===== src/rtl/alu_ctrl_pkg.sv =====
// Shared constants for the multi-cycle ALU sequencer: opcodes, control-bit
// indices and the FSM state encoding.
package alu_ctrl_pkg;

    localparam int unsigned CTRL_W = 12;

    localparam logic [1:0] OP_ADD = 2'b00;
    localparam logic [1:0] OP_SUB = 2'b01;
    localparam logic [1:0] OP_MUL = 2'b10;
    localparam logic [1:0] OP_DIV = 2'b11;

    localparam int unsigned CB_LD_Q    = 0;
    localparam int unsigned CB_LD_M    = 1;
    localparam int unsigned CB_CLR_A   = 2;   // clears A and Q[-1]
    localparam int unsigned CB_XFER_QA = 3;
    localparam int unsigned CB_ADD     = 4;
    localparam int unsigned CB_SUB     = 5;
    localparam int unsigned CB_ASHR    = 6;   // arithmetic shift of A:Q:Q[-1]
    localparam int unsigned CB_LSHL    = 7;   // logical shift left of A:Q
    localparam int unsigned CB_SET_Q0  = 8;   // Q[0] <= ~a_sign
    localparam int unsigned CB_CNT_INC = 9;
    localparam int unsigned CB_OUT_A   = 10;
    localparam int unsigned CB_OUT_Q   = 11;

    typedef enum logic [3:0] {
        ST_IDLE   = 4'd0,
        ST_LDQ    = 4'd1,
        ST_LDM    = 4'd2,
        ST_DISP   = 4'd3,
        ST_ADDSUB = 4'd4,
        ST_MTEST  = 4'd5,
        ST_MSHR   = 4'd6,
        ST_DSHL   = 4'd7,
        ST_DOP    = 4'd8,
        ST_DSETQ  = 4'd9,
        ST_DCORR  = 4'd10,
        ST_OUTA   = 4'd11,
        ST_OUTQ   = 4'd12,
        ST_DONE   = 4'd13,
        ST_ERR    = 4'd14
    } state_e;

endpackage


===== src/rtl/alu_step_counter.sv =====
// Iteration counter for the shift/add loops; flags the final iteration.
module alu_step_counter #(
    parameter int unsigned WIDTH = 8,
    parameter int unsigned CNT_W = 3
) (
    input  logic clk,
    input  logic rst_b,
    input  logic clr_i,
    input  logic inc_i,
    output logic last_o
);

    logic [CNT_W-1:0] cnt_q;

    // Counter register: clear has priority over increment.
    always_ff @(posedge clk or negedge rst_b) begin
        if (!rst_b) begin
            cnt_q <= '0;
        end else if (clr_i) begin
            cnt_q <= '0;
        end else if (inc_i) begin
            cnt_q <= cnt_q + CNT_W'(1);
        end
    end

    assign last_o = (cnt_q == CNT_W'(WIDTH - 1));

endmodule


===== src/rtl/alu_seq_ctrl.sv =====
// Control sequencer for the A/Q/M ALU datapath: ADD, SUB, Booth MUL and
// non-restoring DIV, emitting one control bit per datapath action.
module alu_seq_ctrl
    import alu_ctrl_pkg::*;
#(
    parameter int unsigned WIDTH = 8
) (
    input  logic              clk,
    input  logic              rst_b,
    input  logic              start,
    input  logic [1:0]        op,
    input  logic              q0,
    input  logic              q_m1,
    input  logic              a_sign,
    input  logic              m_zero,
    output logic [CTRL_W-1:0] c,
    output logic              busy,
    output logic              finish,
    output logic              err
);

    localparam int unsigned CNT_W = $clog2(WIDTH);

    state_e     state_q, state_d;
    logic [1:0] op_q;
    logic       cnt_clr, cnt_inc, cnt_last;

    alu_step_counter #(
        .WIDTH (WIDTH),
        .CNT_W (CNT_W)
    ) u_cnt (
        .clk    (clk),
        .rst_b  (rst_b),
        .clr_i  (cnt_clr),
        .inc_i  (cnt_inc),
        .last_o (cnt_last)
    );

    // State register.
    always_ff @(posedge clk or negedge rst_b) begin
        if (!rst_b) begin
            state_q <= ST_IDLE;
        end else begin
            state_q <= state_d;
        end
    end

    // Opcode is captured only on acceptance so later op changes are ignored.
    always_ff @(posedge clk or negedge rst_b) begin
        if (!rst_b) begin
            op_q <= OP_ADD;
        end else if (state_q == ST_IDLE && start) begin
            op_q <= op;
        end
    end

    // Next-state and control decode; Mealy terms only in DISP/MTEST/DOP/DCORR.
    always_comb begin
        state_d = state_q;
        c       = '0;
        busy    = 1'b1;
        finish  = 1'b0;
        err     = 1'b0;
        cnt_clr = 1'b0;
        cnt_inc = 1'b0;
        case (state_q)
            ST_IDLE: begin
                busy = 1'b0;
                if (start) state_d = ST_LDQ;
            end
            ST_LDQ: begin
                c[CB_LD_Q] = 1'b1;
                state_d    = ST_LDM;
            end
            ST_LDM: begin
                c[CB_LD_M]  = 1'b1;
                c[CB_CLR_A] = 1'b1;
                cnt_clr     = 1'b1;
                state_d     = ST_DISP;
            end
            ST_DISP: begin
                case (op_q)
                    OP_ADD, OP_SUB: begin
                        c[CB_XFER_QA] = 1'b1;
                        state_d       = ST_ADDSUB;
                    end
                    OP_MUL:  state_d = ST_MTEST;
                    default: state_d = m_zero ? ST_ERR : ST_DSHL;
                endcase
            end
            ST_ADDSUB: begin
                if (op_q == OP_SUB) c[CB_SUB] = 1'b1;
                else                c[CB_ADD] = 1'b1;
                state_d = ST_OUTA;
            end
            ST_MTEST: begin
                case ({q0, q_m1})
                    2'b01:   c[CB_ADD] = 1'b1;
                    2'b10:   c[CB_SUB] = 1'b1;
                    default: ;
                endcase
                state_d = ST_MSHR;
            end
            ST_MSHR: begin
                c[CB_ASHR]    = 1'b1;
                c[CB_CNT_INC] = 1'b1;
                if (cnt_last) begin
                    state_d = ST_OUTA;
                end else begin
                    cnt_inc = 1'b1;
                    state_d = ST_MTEST;
                end
            end
            ST_DSHL: begin
                c[CB_LSHL] = 1'b1;
                state_d    = ST_DOP;
            end
            ST_DOP: begin
                if (a_sign) c[CB_ADD] = 1'b1;
                else        c[CB_SUB] = 1'b1;
                state_d = ST_DSETQ;
            end
            ST_DSETQ: begin
                c[CB_SET_Q0]  = 1'b1;
                c[CB_CNT_INC] = 1'b1;
                if (cnt_last) begin
                    state_d = ST_DCORR;
                end else begin
                    cnt_inc = 1'b1;
                    state_d = ST_DSHL;
                end
            end
            ST_DCORR: begin
                if (a_sign) c[CB_ADD] = 1'b1;
                state_d = ST_OUTA;
            end
            ST_OUTA: begin
                c[CB_OUT_A] = 1'b1;
                state_d     = op_q[1] ? ST_OUTQ : ST_DONE;
            end
            ST_OUTQ: begin
                c[CB_OUT_Q] = 1'b1;
                state_d     = ST_DONE;
            end
            ST_DONE: begin
                finish  = 1'b1;
                state_d = ST_IDLE;
            end
            ST_ERR: begin
                finish  = 1'b1;
                err     = 1'b1;
                state_d = ST_IDLE;
            end
            default: begin
                busy    = 1'b0;
                state_d = ST_IDLE;
            end
        endcase
    end

endmodule

===== config.mk =====
export PLATFORM = sky130hd
export DESIGN_NAME = alu_seq_ctrl
export DESIGN_NICKNAME = d
export VERILOG_FILES = /design/src/rtl/alu_ctrl_pkg.sv /design/src/rtl/alu_step_counter.sv /design/src/rtl/alu_seq_ctrl.sv
export SDC_FILE = /design/constraint.sdc
export NUM_CORES = 1
export LEC_CHECK = 0
export ABC_AREA = 1
export CAP_MARGIN = 30
export CORE_MARGIN = 1
export CORE_UTILIZATION = 39
export DETAILED_ROUTE_END_ITERATION = 10
export PLACE_DENSITY_LB_ADDON = 0.12
export SLEW_MARGIN = 20
export SYNTH_ARGS = -nofsm -noshare
export SYNTH_HDL_FRONTEND = slang
export SYNTH_HIERARCHICAL = 1
export SYNTH_SLANG_ARGS = --single-unit

===== constraint.sdc =====
create_clock -name clk -period 1.5 [get_ports clk]
set_clock_uncertainty 0.1 [all_clocks]
set_input_delay 0.225 -clock clk [delete_from_list [all_inputs] [get_ports clk]]
set_output_delay 0.225 -clock clk [all_outputs]
set_load 0.02 [all_outputs]

Yosys cells after proc, flatten, opt, wreduce, memory -nomap -nowiden
Index checks and enable logic that the tools add are counted.
{"block": "word_totals", "ff_bits": 9, "in_bits": 9, "elab_cells": 67}
{"block": "op_classes", "add_sub_neg": 1, "n_eq_ne": 20, "n_mux": 33, "n_reduce_logical": 10}
{"operator": "$pmux 4 s12", "count": 1}
{"operator": "$eq 4x4->1 const B", "count": 7}
{"operator": "$mux 1", "count": 22}
{"operator": "$eq 4x3->1 const B", "count": 4}
{"operator": "$mux 4", "count": 4}
{"operator": "$reduce_or 14->1", "count": 1}
{"operator": "$reduce_or 2->1", "count": 5}
{"operator": "$eq 4x2->1 const B", "count": 2}
{"operator": "$pmux 4 s2", "count": 1}
{"operator": "$mux 3", "count": 2}
{"operator": "$pmux 1 s3", "count": 2}
{"operator": "$eq 2x1->1 const B", "count": 2}
{"operator": "$eq 2x2->1 const B", "count": 2}
{"operator": "$eq 4x1->1 const B", "count": 1}
{"operator": "$logic_not 4->1", "count": 1}
{"operator": "$add 3x1->3 const B", "count": 1}
{"operator": "$eq 3x3->1 const B", "count": 1}
{"operator": "$logic_not 2->1", "count": 1}
{"operator": "$mux 2", "count": 1}
{"operator": "$ne 2x2->1 const B", "count": 1}
{"operator": "$reduce_bool 2->1", "count": 1}
{"operator": "$logic_and 1x1->1", "count": 1}

Longest topological paths before layout
{"block": "depth", "depth_word": 5, "mapped_depth": 8}

Modules after synthesis
Netlist, hierarchy kept.
{"module": "alu_seq_ctrl", "n_inst": 1, "cells_per_inst": 98, "area_per_inst_um2": 545.5, "seq_area_each_um2": 150.1}
{"module": "alu_step_counter", "n_inst": 1, "cells_per_inst": 17, "area_per_inst_um2": 151.4, "seq_area_each_um2": 75.1}

Least setup slack after synthesis
No wires, ideal clock.
{"block": "synth_timing", "path_type": "flip-flop to flip-flop", "startpoint": "register state_q[0]", "endpoint": "register u_cnt.cnt_q[0]", "t_arrival_ps": 1302, "slack_ps": -20, "path_stages_with_launch": 9, "path_cell_list": "dfrtp_1 inv_1 nand2_1 nor2_1 nand2_1 nand2_1 nor2_2 nand2_1 nand2_1"}
{"block": "synth_between", "elab_chain_len": 4, "elab_cells_between_ends": 8}
{"element": "start: declaration", "line": "alu_seq_ctrl.sv:24", "text": "state_e state_q, state_d;"}
{"element": "start signal: assignment", "line": "alu_seq_ctrl.sv:44", "text": "state_q <= state_d;"}
{"element": "$eq 4x4->1 or $eq 4x3->1 (tied branches)", "line": "alu_seq_ctrl.sv:66", "text": "case (state_q)"}
{"element": "$reduce_or 2->1 (no line) *"}
{"element": "$mux 1 *"}
{"element": "via cnt_inc", "line": "alu_seq_ctrl.sv:26", "text": "logic cnt_clr, cnt_inc, cnt_last;"}
{"element": "$reduce_bool 2->1 (no line) *"}
{"element": "end signal: assignment", "line": "alu_step_counter.sv:22", "text": "cnt_q <= cnt_q + CNT_W'(1);"}
{"element": "end: declaration", "line": "alu_step_counter.sv:13", "text": "logic [CNT_W-1:0] cnt_q;"}
The timed path passes the listed nets; every way through them passes the cells marked *.
A chain may end at the register's enable or synchronous reset.

Final worst setup path
{"block": "layout_timing", "startpoint": "register state_q[1]", "endpoint": "output port c[5]"}
{"block": "layout_between", "elab_chain_len": 2, "elab_cells_between_ends": 4}
{"element": "$eq 4x4->1 or $eq 4x3->1 (tied branches)", "line": "alu_seq_ctrl.sv:66"}
{"element": "$pmux 1 s3 *", "line": "alu_seq_ctrl.sv:66"}
{"element": "end: declaration", "line": "alu_seq_ctrl.sv:16", "text": "output logic [CTRL_W-1:0] c,"}
Every way passes the cells marked *; elsewhere a longest branch is shown, timed or not.

==> reports/results.txt <==
The flow ran to the end, but the final reports show violations. The final reports fail on setup timing. The synthesized netlist devotes 0% of its cell area to XOR and XNOR gates. The total iterations of the first detailed-routing run was 6. The layout overhead on the synthesized area came out at 106%.

The routed layout has 1101 vias. The die is 44.3 um tall. The count of pins on the block boundary is 24, and the number of levels in the clock H-tree is 1. Global routing finished with a remaining overflow of 0.

The post-synthesis sequential area ratio is 32.3%. Once detailed placement completed, the half-perimeter wirelength came to 1.74 mm. Setup violations remaining at the end of the flow were counted as 20. The most critical setup path has its endpoint at c[5].

For the number of placed instances with taps included, the log shows 188. In this run the critical register-to-register path is captured at u_cnt/cnt_q[0]. The region available for standard cell placement spans 1590 um^2. The floorplan has 14 rows.

Setup repair after global routing could not meet its margin everywhere. Clock tree synthesis selected as its root buffer the cell clkbuf_4. The worst hold path class is input pin to asynchronous set/reset pin. The data arrival time of the critical path was 1440 ps. Global routing used 31.4% of the available tracks across all layers. For this run, the share of the core covered by cells in the final layout is 90.0%. The synthesized netlist contains 17 unique library cells.

On the critical path, the stage with the largest delay is an instance of dfrtp_2. Count of placed standard cells in the final layout, fillers left out: 203. The most numerous cell type found on the critical path is buf_4.

The tools report the startpoint of the most critical setup path as state_q[1]. The synthesized netlist devotes 44.5% of its cell area to simple gates. The critical path contains buffers and inverters numbering 2 combined.

The number of sinks handled by clock tree synthesis is 9, and the arithmetic-cell share of the synthesized area counting full adders, half adders and majority gates is 3.59%. The run gives 3.05 mW as the total chip power. For the worst setup path, the data required time is 1170 ps. The minimum clock period was 1770 ps. The maximum fanout along the worst path came out at 4. The worst setup path is launched from a flop. The maximum number of buffers from clock root to sink is 2. By count the netlist is led by 36 x nand2_1, 20 x nor2_1, 19 x inv_1.

Leading register cell type out of synthesis: dfrtp_1. The largest family of logic cells by synthesized area is simple AND/OR/NAND/NOR gates. The number of warnings printed during yosys synthesis came out at 6.

The max capacitance violation total came out at 0. The share of the clock period used by the worst path came out at 118%. By area the synthesized netlist is led by dfrtp_1 32%, nand2_1 19%, nor2_1 11%. The initial antenna violation count was 0. The number of synthesized register bits is 9, and the CTS clock-pin slew for the worst setup and hold paths is 70 ps.

The logs give 0 for the hold violation total from the final report and 43.7% for the initial cell density of the core. In this run the critical register-to-register path is launched from state_q[3]. The worst path setup slack after routing is -267 ps. For the maximum ir drop on the vdd rail, the log shows 1450 uV. The nature of the critical path endpoint is an output port. The TritonCTS buffer count was 3. Each instance of the synthesized netlist takes up on average 6.06 um^2.

The biggest area contributor in the post-synthesis netlist is dfrtp_1. The first routing iteration left 69 violations. The final weighted congestion of routability-driven global placement was 0.885; the via count of the first global-routing pass was 1034.

After detailed routing, the average wire length per cell comes to 17.1 um. The number of nets handed over by synthesis was 126. The tools report the slack of the worst reg-to-reg path as -220 ps. The final number of max-transition violations is 0.

The signal on the critical path passes through nor2_4 -> buf_4 -> nand2_1 -> o211ai_1 -> buf_4. The synthesized design contains 0 enable-type register cells. The area of the die came out at 1960 um^2.

In the synthesized netlist, mux cells make up 0% of the area. Based on the critical path, the design can be clocked at up to 566 MHz. Global-route wire length before repair: 4.49 mm.

After routing the design area is 1440 um^2. The power per unit of standard cell area is 2130 nW/um^2. The transition time at the pin with the least slew margin is 461 ps.

Summing every instance area after synthesis gives 697 um^2. Synthesis produced 115 cells. The tools report the leakage power total as 0.755 nW.

The library cell with the highest instance count after synthesis was nand2_1. The number of antenna-violating nets in the routed design came out at 0. TritonCTS built the clock tree. Entering global routing, the biggest net connects 10 pins. 0 antenna diodes ended up in the layout. At the end of the flow, the number of nets in the layout was 191.

The count of input and output buffers was 23. The post-route netlist has 57.5% of its cells at a drive strength greater than 1. Summed over its instances, the top area cell type makes up 32.3% of the synthesized netlist area. The later pin in the worst-skew pair is clocked with a latency of 290 ps. The number of cells on the critical path came out at 5. For this run, design rule violations remaining after detail routing come to 0. The die is 44.3 um wide. The synthesized netlist devotes 6.64% of its cell area to compound gates. The total wirelength of the detailed-routed design was 3.47 mm.

The cell class contributing the biggest share of worst-path delay is flip-flops. Using the TritonRoute via totals, the vias-per-cell ratio works out to 5.42. Counting cells, the worst reg-to-reg path comes to 10.

The critical path in this run is classified as flop to output port. On the worst path, the slowest cell contributes a delay of 460 ps. The setup total negative slack came out at -3410 ps. In this run the tightest slew margin relative to its limit is 69.2%. The area after detailed placement was 1150 um^2.

Of all flip-flops after synthesis, the portion carrying an async set or reset was 100%.
[kinds of logic after synthesis]
group                      count (synthesis)
adders and majority gates                  2
buffers and inverters                     22
and+or+nand+nor                           74
AOI/OAI and AO/OA                          8
DFF                                        9
[state kept, by name, indices dropped and copies added, names as in the netlist]
register / count
op_q: 2
state_q: 4
u_cnt/cnt_q: 3
[per-layer routing]
layer	global-route usage [%]	vias up	part of all wire, %	routed length, um
met1	36.6	513	35	1230
met4	14.5	0	6.5	226
met3	7.35	31	7.9	274
met2	54.1	74	50	1740
met5	0	-	0	0
li1	-	483	-	-
[report_power, final]
| group | total (mW) | switching [mW] | internal [mW] |
|---|---|---|---|
| Combinational | 2.34 | 1.26 | 1.08 |
| Sequential | 0.499 | 0.140 | 0.359 |
| Clock | 0.210 | 0.106 | 0.103 |
| Total | 3.05 | 1.51 | 1.54 |
[cell type report]
type	instances	area [um^2]
multi-input cells	84	518
fillers	78	159
inverters	20	82.6
clock buffers	4	26.3
well taps	24	30.0
flip-flops and latches	9	229
repair buffers	62	549
[cells in the final DEF (no fill, tap or decap), types with 3 or more instances in the layout]
cell	instances
clkbuf_4	3
inv_1	10
buf_4	37
inv_2	8
nor2_4	9
nand3_1	10
nand2_2	12
buf_6	16
dfrtp_1	6
dfrtp_2	3
clkdlybuf4s50_1	8
nand2_1	22
nand3_2	3
nor2_1	12
[what timing repair did]
action	in CTS	in global routing
gates resized for setup	111	34
setup buffers	8	3
hold buffers	0	0
setup endpoints to repair	20	22
pin swaps	8	8
[stage by stage]
step,setup slack [ps],hold WS [ps]
6_report,-267,153
5_1_grt,-329,182
4_1_cts,-197,170
3_5_place_dp,-429,371
3_3_place_gp,-444,358
2_1_floorplan,59.2,-171
[worst min path at each step]
stage,start,to,slack [ps],depth (start not counted)
floorplan,rst_b,op_q[0],-170,0
global placement,u_cnt/cnt_q[1],u_cnt/cnt_q[1],360,2
detailed placement,u_cnt/cnt_q[1],u_cnt/cnt_q[1],370,2
CTS,rst_b,state_q[1],170,1
global route,rst_b,u_cnt/cnt_q[2],180,1
finish,rst_b,u_cnt/cnt_q[2],150,1
No activity file was read; power rests on OpenSTA's default activity.
